[src/rtl/uart_tx_scheduler.sv]
// uart_tx_scheduler: three requesters share one UART transmitter, round-robin arbitrated, 8N1 frames.
// Define UART_TX_PARITY_EN to insert an even-parity bit (8E1).
module uart_tx_scheduler #(
  parameter int CLK_HZ = 12000000,
  parameter int BAUD   = 115200
) (
  input  logic       sys_clk,
  input  logic       sys_rst,
  input  logic [2:0] req,
  input  logic [7:0] data0,
  input  logic [7:0] data1,
  input  logic [7:0] data2,
  output logic [2:0] gnt,
  output logic       busy,
  output logic       uart_tx
);
  localparam int DIV = CLK_HZ / BAUD;
  localparam int CW = $clog2(DIV);
  localparam logic [CW-1:0] LAST = CW'(DIV - 1);
`ifdef UART_TX_PARITY_EN
  typedef enum logic [2:0] {IDLE, START, DATA, PARITY, STOP} state_t;
`else
  typedef enum logic [1:0] {IDLE, START, DATA, STOP} state_t;
`endif
  state_t state, state_n;
  logic [CW-1:0] cnt, cnt_n;
  logic [2:0] bit_cnt, bit_n, gnt_n;
  logic [7:0] sh, sh_n;
  logic [1:0] ptr, ptr_n, p1, p2, win;
  logic wrap, tx_n;
  assign p1 = ptr == 2'd2 ? 2'd0 : ptr + 2'd1;
  assign p2 = ptr == 2'd0 ? 2'd2 : ptr - 2'd1;
  assign win = req[ptr] ? ptr : req[p1] ? p1 : p2;
  assign wrap = cnt == LAST;
  assign busy = state != IDLE;
  // The shifter rotates, so after eight bits it holds the original byte again.
  always_comb begin
    state_n = state;
    cnt_n = cnt + CW'(1);
    bit_n = bit_cnt;
    sh_n = sh;
    ptr_n = ptr;
    gnt_n = 3'b000;
    case (state)
      IDLE: begin
        cnt_n = '0;
        if (|req) begin
          state_n = START;
          sh_n = win == 2'd0 ? data0 : win == 2'd1 ? data1 : data2;
          ptr_n = win == 2'd2 ? 2'd0 : win + 2'd1;
          gnt_n = 3'b001 << win;
        end
      end
      START: if (wrap) begin
        state_n = DATA;
        cnt_n = '0;
        bit_n = '0;
      end
      DATA: if (wrap) begin
        cnt_n = '0;
        sh_n = {sh[0], sh[7:1]};
        bit_n = bit_cnt + 3'd1;
`ifdef UART_TX_PARITY_EN
        if (bit_cnt == 3'd7) state_n = PARITY;
`else
        if (bit_cnt == 3'd7) state_n = STOP;
`endif
      end
`ifdef UART_TX_PARITY_EN
      PARITY: if (wrap) begin
        state_n = STOP;
        cnt_n = '0;
      end
`endif
      STOP: if (wrap) begin
        state_n = IDLE;
        cnt_n = '0;
      end
      default: state_n = IDLE;
    endcase
  end
`ifdef UART_TX_PARITY_EN
  assign tx_n = state_n == START ? 1'b0 : state_n == DATA ? sh_n[0] : state_n == PARITY ? ^sh_n : 1'b1;
`else
  assign tx_n = state_n == START ? 1'b0 : state_n == DATA ? sh_n[0] : 1'b1;
`endif
  always_ff @(posedge sys_clk or posedge sys_rst) begin
    if (sys_rst) begin
      state <= IDLE;
      cnt <= '0;
      bit_cnt <= '0;
      sh <= '0;
      ptr <= '0;
      gnt <= '0;
      uart_tx <= 1'b1;
    end else begin
      state <= state_n;
      cnt <= cnt_n;
      bit_cnt <= bit_n;
      sh <= sh_n;
      ptr <= ptr_n;
      gnt <= gnt_n;
      uart_tx <= tx_n;
    end
  end
endmodule
[config.mk]
export PLATFORM = sky130hd
export DESIGN_NAME = uart_tx_scheduler
export DESIGN_NICKNAME = d
export VERILOG_FILES = /design/src/rtl/uart_tx_scheduler.sv
export SDC_FILE = /design/constraint.sdc
export NUM_CORES = 1
export LEC_CHECK = 0
export ABC_AREA = 1
export ABC_CLOCK_PERIOD_IN_PS = 2400
export BUFFER_PORTS_ARGS = -buffer_cell sky130_fd_sc_hd__buf_2
export CAP_MARGIN = 0
export CORE_MARGIN = 1.5
export CORE_UTILIZATION = 32
export DETAILED_ROUTE_END_ITERATION = 10
export GPL_TIMING_DRIVEN = 1
export SYNTH_ARGS = -nofsm -noshare
export SYNTH_HDL_FRONTEND = slang
export SYNTH_SLANG_ARGS = --single-unit
[constraint.sdc]
create_clock -name sys_clk -period 2.4 [get_ports sys_clk]
set_clock_uncertainty 0.1 [all_clocks]
set_input_delay 0.48 -clock sys_clk [delete_from_list [all_inputs] [get_ports sys_clk]]
set_output_delay 0.48 -clock sys_clk [all_outputs]
set_load 0.05 [all_outputs]
==> impl_metrics.toml, run 1 <==
[clock_network]
htree_levels = 1
hold_buffers = 0
numCtsBuffers = 3
clkTransAtPathRegs_ns = 0.09
clk_latency_ns = 0.27
cts_root_buffer = "clkbuf_8"
cts_tree = "built"
cts_sinks = 26
clock_path_buffers = 2

[grt]
grt_pass1_vias = 1337
antenna_found_initial = 0
overflow = 0
grt_pass1_wl_mm = 5.63
track_usage_pct = 13.5
grt_max_degree = 27

[worst_setup_path]
start_kind = "flip-flop"
reg2reg_from = "ptr[0]$_DFFE_PP0P_"
cp-end-kind = "flip-flop"
rr_worst_depth = 13
worst-r2r-setup-slack_ns = 0.27
r2r_end = "sh[3]$_DFFE_PP0P_"
crit_arrival_ns = 2.17
cp_max_fo = 7
critical_path_class = "reg -> reg"
cp_data_required_time_ns = 2.44

[timing]
setup_viol = 0
period_share_pct = 88.8
whs_ns = 0.145
setup_slack_ns = 0.270
slew_headroom_pct = 67.9
fmax_mhz = 469
finalHoldViolations = 0
rsz0062_at_grt = "false"
timing.final.crit_period_ns = 2.13
slew_viol_final = 0
worst_pin_slew_ns = 0.476
finalSetupTns_ns = 0

[floorplan]
die-area_mm2 = 0.00510
start_util_pct = 33.9
core_mm2 = 0.00441
ios = 34
fp-row-count = 24
dieWidth_um = 71.4
die_y_um = 71.4

[synth]
synth_edf_count = 0
synth_compound_gate_area_share_pct = 17.0
synth_fp_nets = 222
synth_top_flop_cell = "dfrtp_1"
ys_seq_elements = 26
synth_area_mm2 = 0.00150
synth_warnings = 0
syn_inst = 187
ys_seq_area_share_pct = 43.5
synth_top_family_by_area = "simple AND/OR/NAND/NOR gates"
synthXorXnorAreaFrac_pct = 0.585
syn_avg_cell_area_um2 = 8.01
yosys.area_share.adder_pct = 5.01
yosys.area_share.simple_pct = 25.2
synthArstFlopShare_pct = 100
synth_cell_types = 30
muxShareOfSynthArea_pct = 0

[place]
gp_congestion = 0.798
place.detailed.hpwl_mm = 2.50
place_area_mm2 = 0.00175
port_buffers = 33
pre_cts_slack_ns = 0.177

[detailed_routing]
drc = 0
route.met3.wl_um = 118
top_layer_used = "met4"
antenna_left = 0
routed_wl_mm = 3.13
wl_per_cell_um = 11.2
wl_met2_mm = 1.48
dr.pass1.iters = 4
wl_met1_mm = 1.52
drt-vias-per-instance = 4.78
vias = 1334
drt_iter0_markers = 84

[power_and_ir_drop]
vdd_drop_max_mv = 0.309
p_leak_nw = 0.957
powerDensity_mw_per_mm2 = 498

[layout]
n_antenna_cell = 0
layout-drive-gt1-share_pct = 25.6
syn_to_final_growth_pct = 22.1
nets = 263
post-route-util_pct = 41.4
postLayoutCellArea_mm2 = 0.00183

[run_status]
status = "complete, no violations"

[flow_run]
maxCapViolations = 0

[worst_hold_path]
min_path_type = "in -> async"
-- what timing repair did --
| action | in CTS | in global routing |
|---|---|---|
| setup buffers | 0 | 0 |
| endpoints found under the hold margin | 0 | 0 |
| endpoints found under the setup margin | 0 | 6 |
| resized for setup | 0 | 3 |
-- layout by cell type, fill, tap and decap left out, types with 4 or more instances in the layout --
cell and instances:
a21oi_1 4, nand3_1 7, dfrtp_1 25, nor3_1 4
inv_2 4, inv_1 26, o221ai_1 5, nand2_1 48
buf_4 4, ha_1 5, nor2_1 16, o21ai_0 9
buf_2 33, o211ai_1 8
-- synthesized netlist by cell type, drive strengths merged (3+ instances only) --
| cell | number | area (µm²) |
|---|---|---|
| a21oi | 5 | 28.8 |
| dfrtp | 25 | 626 |
| o21ai | 11 | 55.1 |
| nor2 | 19 | 83.8 |
| o211ai | 8 | 60.1 |
| o221ai | 5 | 43.8 |
| nor3 | 4 | 20.0 |
| o21bai | 3 | 22.5 |
| ha | 6 | 75.1 |
| nand3 | 7 | 35.0 |
| nand2 | 52 | 210 |
| inv | 30 | 113 |
-- kinds of logic (layout without fill, tap and decap cells) --
kind of cell | after synthesis | in the layout
flip-flops | 26 | 26
adder cells (fa/ha/maj) | 6 | 6
AND/OR/NAND/NOR | 84 | 84
XOR/XNOR | 1 | 1
buffers and inverters | 33 | 73
AO/OA/AOI/OAI | 37 | 37
-- worst max path at each step --
stage,slack (ns),cells after the start,start,endpoint
CTS,0.16,13,ptr[1]$_DFFE_PP0P_,sh[3]$_DFFE_PP0P_
floorplan,0.51,13,ptr[1]$_DFFE_PP0P_,sh[3]$_DFFE_PP0P_
global placement,0.22,13,ptr[1]$_DFFE_PP0P_,sh[3]$_DFFE_PP0P_
detailed placement,0.18,13,ptr[1]$_DFFE_PP0P_,sh[3]$_DFFE_PP0P_
global route,0.03,13,ptr[0]$_DFFE_PP0P_,sh[3]$_DFFE_PP0P_
finish,0.27,13,ptr[0]$_DFFE_PP0P_,sh[3]$_DFFE_PP0P_
-- layout make-up --
class	count	area [µm²]
clock buffers	3	41.3
clock inverters	1	30.0
fillers	454	2590
inverters	32	125
multi-input cells	128	719
flip-flops and latches	26	652
well taps	52	65.1
repair buffers	37	195
-- worst max-delay path: stages (launching register included) --
cell and delay (ns):
dfrtp_1 0.45, inv_1 0.14, ha_2 0.23, inv_1 0.04, nand2_1 0.05, nand3_1 0.08, nand2_1 0.08, nand2_1 0.07
nand2_1 0.08, nand2_2 0.09, nor2_2 0.14, inv_2 0.09, o211ai_1 0.19, o221ai_1 0.16
-- flip-flops by register name, summed over array words and instances (netlist names) --
register	count
cnt	7
uart_tx	1
sh	8
bit_cnt	3
gnt	3
ptr	2
state	2
-- metrics by stage --
step	power, W	std cells
after floorplan	0.000515	187
after global placement	0.000555	275
after detailed placement	0.000556	275
after CTS	0.000920	279
after global routing	0.000957	279
final	0.000911	279
-- power breakdown --
part / switching, W / internal [W]
clock network: 0.000140 / 0.000223
registers: 0.00000174 / 0.000439
logic: 0.0000644 / 0.0000419
-- metal layers --
layer / GRT usage [%] / vias to the layer above
met4: 1.89 / 0
li1: - / 689
met2: 23.4 / 29
met1: 17.6 / 614
met5: 0 / -
met3: 3.38 / 2
Note: power is estimated with default switching activity, not from simulation.
==> run 2, diff against run 1 <==
Settings changed: CORE_ASPECT_RATIO set to 2, CORE_UTILIZATION 32 to 53, HOLD_SLACK_MARGIN set to 0.15, PLACE_DENSITY set to 0.79.
==> impl_metrics.toml, run 2 (synthesis gave the netlist of run 1 again) <==
[clock_network]
numCtsBuffers = 3
clk_latency_ns = 0.27
clock_path_buffers = 2
hold_buffers = 0
cts_sinks = 26
ctsResizeCount = 0
htree_levels = 1
clkTransAtPathRegs_ns = 0.09
cts_root_buffer = "clkbuf_8"
cts_setup_buffers = 0
cts_tree = "built"

[layout]
multi_input_area_um2 = 717
layout_common_cells = "nand2_1 (48), buf_2 (33), inv_1 (28)"
reg_top3 = "sh (8), cnt (7)"
fill_cells = 279
layout_commonest_cell = "nand2_1"
largest_reg_flops = 8
regMostFlops = "sh"
syn_to_final_growth_pct = 17.7
seqCellArea_um2 = 652
nets = 262
layout-drive-gt1-share_pct = 23.5
n_antenna_cell = 0

[detailed_routing]
drt-vias-per-instance = 5.12
drc = 0
dr.pass1.iters = 4
vias = 1306
drt_iter0_markers = 27
antenna_left = 0
routed_wl_mm = 3.06
wl_per_cell_um = 12.0

[place]
pre_cts_slack_ns = 0.278
place.detailed.hpwl_mm = 2.53
port_buffers = 33
gp_congestion = 0.837

[worst_setup_path]
crit_arrival_ns = 2.15
cp_slowest_stage_delay_ns = 0.40
start_kind = "flip-flop"
critical_path_class = "reg -> reg"
cp_max_fo = 7
reg2reg_from = "ptr[1]$_DFFE_PP0P_"
cp-end-kind = "flip-flop"
slowest_stage = "dfrtp_1"
cp_data_required_time_ns = 2.45
crit_top_cell = "nand2_1"
r2r_end = "sh[4]$_DFFE_PP0P_"
rr_worst_depth = 13
worst-r2r-setup-slack_ns = 0.30
crit_chain = "inv_1 -> ha_1 -> nand2_1 -> nor2_1 -> nor2_1 -> nand2_1 -> nand2_1 -> nand2_1 -> nand2_2 -> nor2_2 -> inv_1 -> o211ai_1 -> o221ai_1"

[floorplan]
start_util_pct = 55.4
core_mm2 = 0.00270
dieWidth_um = 40.6
fp-row-count = 27
die_y_um = 78.2
die-area_mm2 = 0.00317
ios = 34

[timing]
finalHoldViolations = 0
period_share_pct = 87.5
fmax_mhz = 476
finalSetupTns_ns = 0
worst_pin_slew_ns = 0.465
slew_viol_final = 0
setup_viol = 0
rsz0062_at_grt = "false"
slew_headroom_pct = 68.7
setup_slack_ns = 0.300
timing.final.crit_period_ns = 2.10

[power_and_ir_drop]
vdd_drop_max_mv = 0.377
finalPower_w = 0.000797
powerDensity_mw_per_mm2 = 452
p_leak_nw = 0.943

[grt]
grt_pass1_vias = 1307
overflow = 0
track_usage_pct = 22.5
grt_max_degree = 27
antenna_found_initial = 0
grt_pass1_wl_mm = 5.09

[worst_hold_path]
min_path_type = "in -> async"

[run_status]
status = "complete, no violations"

[flow_run]
maxCapViolations = 0
## run 2: final cells by class
type	instances	share of cell area, %
multi-input combinational	128	40.7
tap	29	2.06
clock buffer	4	2.56
timing repair buffer	36	10.6
sequential	26	37.0
inverter	32	7.10
## run 2: worst max-delay path, delay by kind of cell, from the launching register on
family / cells / cell delay (ns)
adders and majority gates: 1 / 0.20
DFF: 1 / 0.40
and+or+nand+nor: 8 / 0.68
AOI/OAI and AO/OA: 2 / 0.30
buffers and inverters: 2 / 0.31
## run 2: stage by stage
step | hold slack [ns] | instance area (µm²) | cells | util (%)
CTS | 0.153 | 1760 | 255 | 65.2
global route | 0.168 | 1760 | 255 | 65.2
detailed placement | 0.351 | 1720 | 251 | 63.6
global placement | 0.350 | 1720 | 251 | 63.6
finish | 0.141 | 1760 | 255 | 65.2
floorplan | 0.333 | 1500 | 187 | -
## run 2: routing by layer
metal | GRT usage (%) | wire length, µm
met1 | 23.5 | 1140
met2 | 41.9 | 1780
met3 | 1.69 | 81
met4 | 8.00 | 51
met5 | 0 | 0
## run 2: how the worst max path moves through the flow
stage	to	slack, ns	startpoint
after floorplan	sh[3]$_DFFE_PP0P_	0.51	ptr[1]$_DFFE_PP0P_
after global placement	sh[7]$_DFFE_PP0P_	0.30	ptr[1]$_DFFE_PP0P_
after detailed placement	sh[4]$_DFFE_PP0P_	0.28	ptr[1]$_DFFE_PP0P_
after CTS	sh[4]$_DFFE_PP0P_	0.28	ptr[1]$_DFFE_PP0P_
after global routing	sh[5]$_DFFE_PP0P_	0.002	ptr[1]$_DFFE_PP0P_
final	sh[4]$_DFFE_PP0P_	0.30	ptr[1]$_DFFE_PP0P_
## run 2: where the power goes
group	switching (W)	total [W]	internal [W]
clock network	0.000132	0.000251	0.000119
registers	0.00000146	0.000440	0.000439
logic	0.0000639	0.000105	0.0000413
==> run 3, diff against run 2 <==
Settings changed: PLACE_DENSITY 0.79 to 0.77.
==> impl_metrics.toml, run 3 (synthesis gave the netlist of run 1 again) <==
[detailed_routing]
vias = 1384
wl_per_cell_um = 12.6
drt_iter0_markers = 18
dr.pass1.iters = 4
routed_wl_mm = 3.20
drt-vias-per-instance = 5.43
drc = 0
antenna_left = 0

[worst_setup_path]
start_kind = "flip-flop"
slowest_stage = "dfrtp_2"
crit_top_cell = "nand2_1"
cp_data_required_time_ns = 2.45
cp_max_fo = 7
crit_chain = "inv_1 -> ha_2 -> inv_1 -> nand2_1 -> nand3_1 -> nand2_1 -> nand2_1 -> nand2_1 -> nand2_2 -> nor2_2 -> inv_1 -> o211ai_1 -> o221ai_1"
cp_slowest_stage_delay_ns = 0.45
cp-end-kind = "flip-flop"
worst-r2r-setup-slack_ns = 0.28
crit_arrival_ns = 2.16
critical_path_class = "reg -> reg"

[place]
place.detailed.hpwl_mm = 2.70
gp_congestion = 0.743
pre_cts_slack_ns = 0.254
place_area_mm2 = 0.00172
port_buffers = 33

[grt]
antenna_found_initial = 0
track_usage_pct = 25.2
grt_pass1_wl_mm = 5.69
overflow = 0
grt_pass1_vias = 1420
grt_max_degree = 17

[clock_network]
cts_tree = "built"
clkTransAtPathRegs_ns = 0.08
cts_root_buffer = "clkbuf_8"
cts_sinks = 26
htree_levels = 1
clock_path_buffers = 2
clk_latency_ns = 0.27
cts_setup_buffers = 0
hold_buffers = 0
numCtsBuffers = 3

[flow_run]
maxCapViolations = 0

[layout]
postLayoutCellArea_mm2 = 0.00177
syn_to_final_growth_pct = 18.5
layout-drive-gt1-share_pct = 24.8
post-route-util_pct = 65.6
layout_common_cells = "nand2_1 (48), buf_2 (33), inv_1 (27)"
reg_top3 = "sh (8), cnt (7)"
largest_reg_flops = 8
n_antenna_cell = 0
multi_input_area_um2 = 727
layout_commonest_cell = "nand2_1"
seqCellArea_um2 = 653
nets = 262
regMostFlops = "sh"
fill_cells = 252

[floorplan]
dieWidth_um = 40.6
fp-row-count = 27
ios = 34
core_mm2 = 0.00270
die_y_um = 78.2
die-area_mm2 = 0.00317
start_util_pct = 55.4

[timing]
timing.final.crit_period_ns = 2.12
worst_pin_slew_ns = 0.584
fmax_mhz = 472
finalSetupTns_ns = 0
slew_headroom_pct = 61.0
slew_viol_final = 0
setup_viol = 0
rsz0062_at_grt = "false"
setup_slack_ns = 0.281
period_share_pct = 88.3
finalHoldViolations = 0

[power_and_ir_drop]
p_leak_nw = 0.948
powerDensity_mw_per_mm2 = 452
vdd_drop_max_mv = 0.290

[worst_hold_path]
min_path_type = "in -> async"

[run_status]
status = "complete, no violations"
## run 3: cell counts in the layout (fill, tap and decap cells not counted)
Identical to the previous run, type by type.
## run 3: area by class of cell
type	instances	share of cell area (%)
timing repair buffer	36	10.6
inverter	32	7.05
sequential	26	36.8
tap	29	2.05
multi-input combinational	128	41.0
clock buffer	4	2.54
## run 3: critical path, delay by kind of cell, from the launching register on
kind,cells,cell delay (ns)
simple gates,7,0.59
flops,1,0.45
compound gates,2,0.31
buf+inv,3,0.30
fa+ha+maj,1,0.23
## run 3: where the power goes
part / switching [W] / internal (W) / leakage [nW]
clock: 0.000132 / 0.000119 / 0.0228
sequential: 0.00000185 / 0.000439 / 0.292
combinational: 0.0000668 / 0.0000425 / 0.633
## run 3: per-stage QoR
step                power [W]  cells  hold slack [ns]
floorplan            0.000515    187            0.333
global placement     0.000550    251            0.348
detailed placement   0.000557    251            0.361
CTS                  0.000805    255            0.174
global route         0.000839    255            0.196
finish               0.000802    255            0.152
## run 3: final timing paths
| path | startpoint | cells past startpoint | to |
|---|---|---|---|
| worst min register to register | cnt[0]$_DFF_PP0_ | 1 | cnt[0]$_DFF_PP0_ |
| worst max-delay path | ptr[0]$_DFFE_PP0P_ | 13 | sh[7]$_DFFE_PP0P_ |
| min in group sys_clk | data1[1] | 3 | sh[1]$_DFFE_PP0P_ |
| worst min-delay path | sys_rst | 2 | bit_cnt[0]$_DFFE_PP0P_ |
| max in group asynchronous | sys_rst | 3 | uart_tx$_DFF_PP1_ |
| worst max register to register | ptr[0]$_DFFE_PP0P_ | 13 | sh[7]$_DFFE_PP0P_ |
## run 3: repair_timing
action | CTS | global route
hold endpoints to repair | 0 | 0
setup endpoints to repair | 0 | 1
resized for setup | 0 | 4
## run 3: metal layers
layer	global-route usage (%)	part of all wire [%]	vias to the layer above	wire length (µm)
met2	47.5	61	34	1960
met4	10.0	2.2	0	70
li1	-	-	686	-
met1	25.1	34	659	1090
met3	1.69	2.5	5	80
met5	0	0	-	0
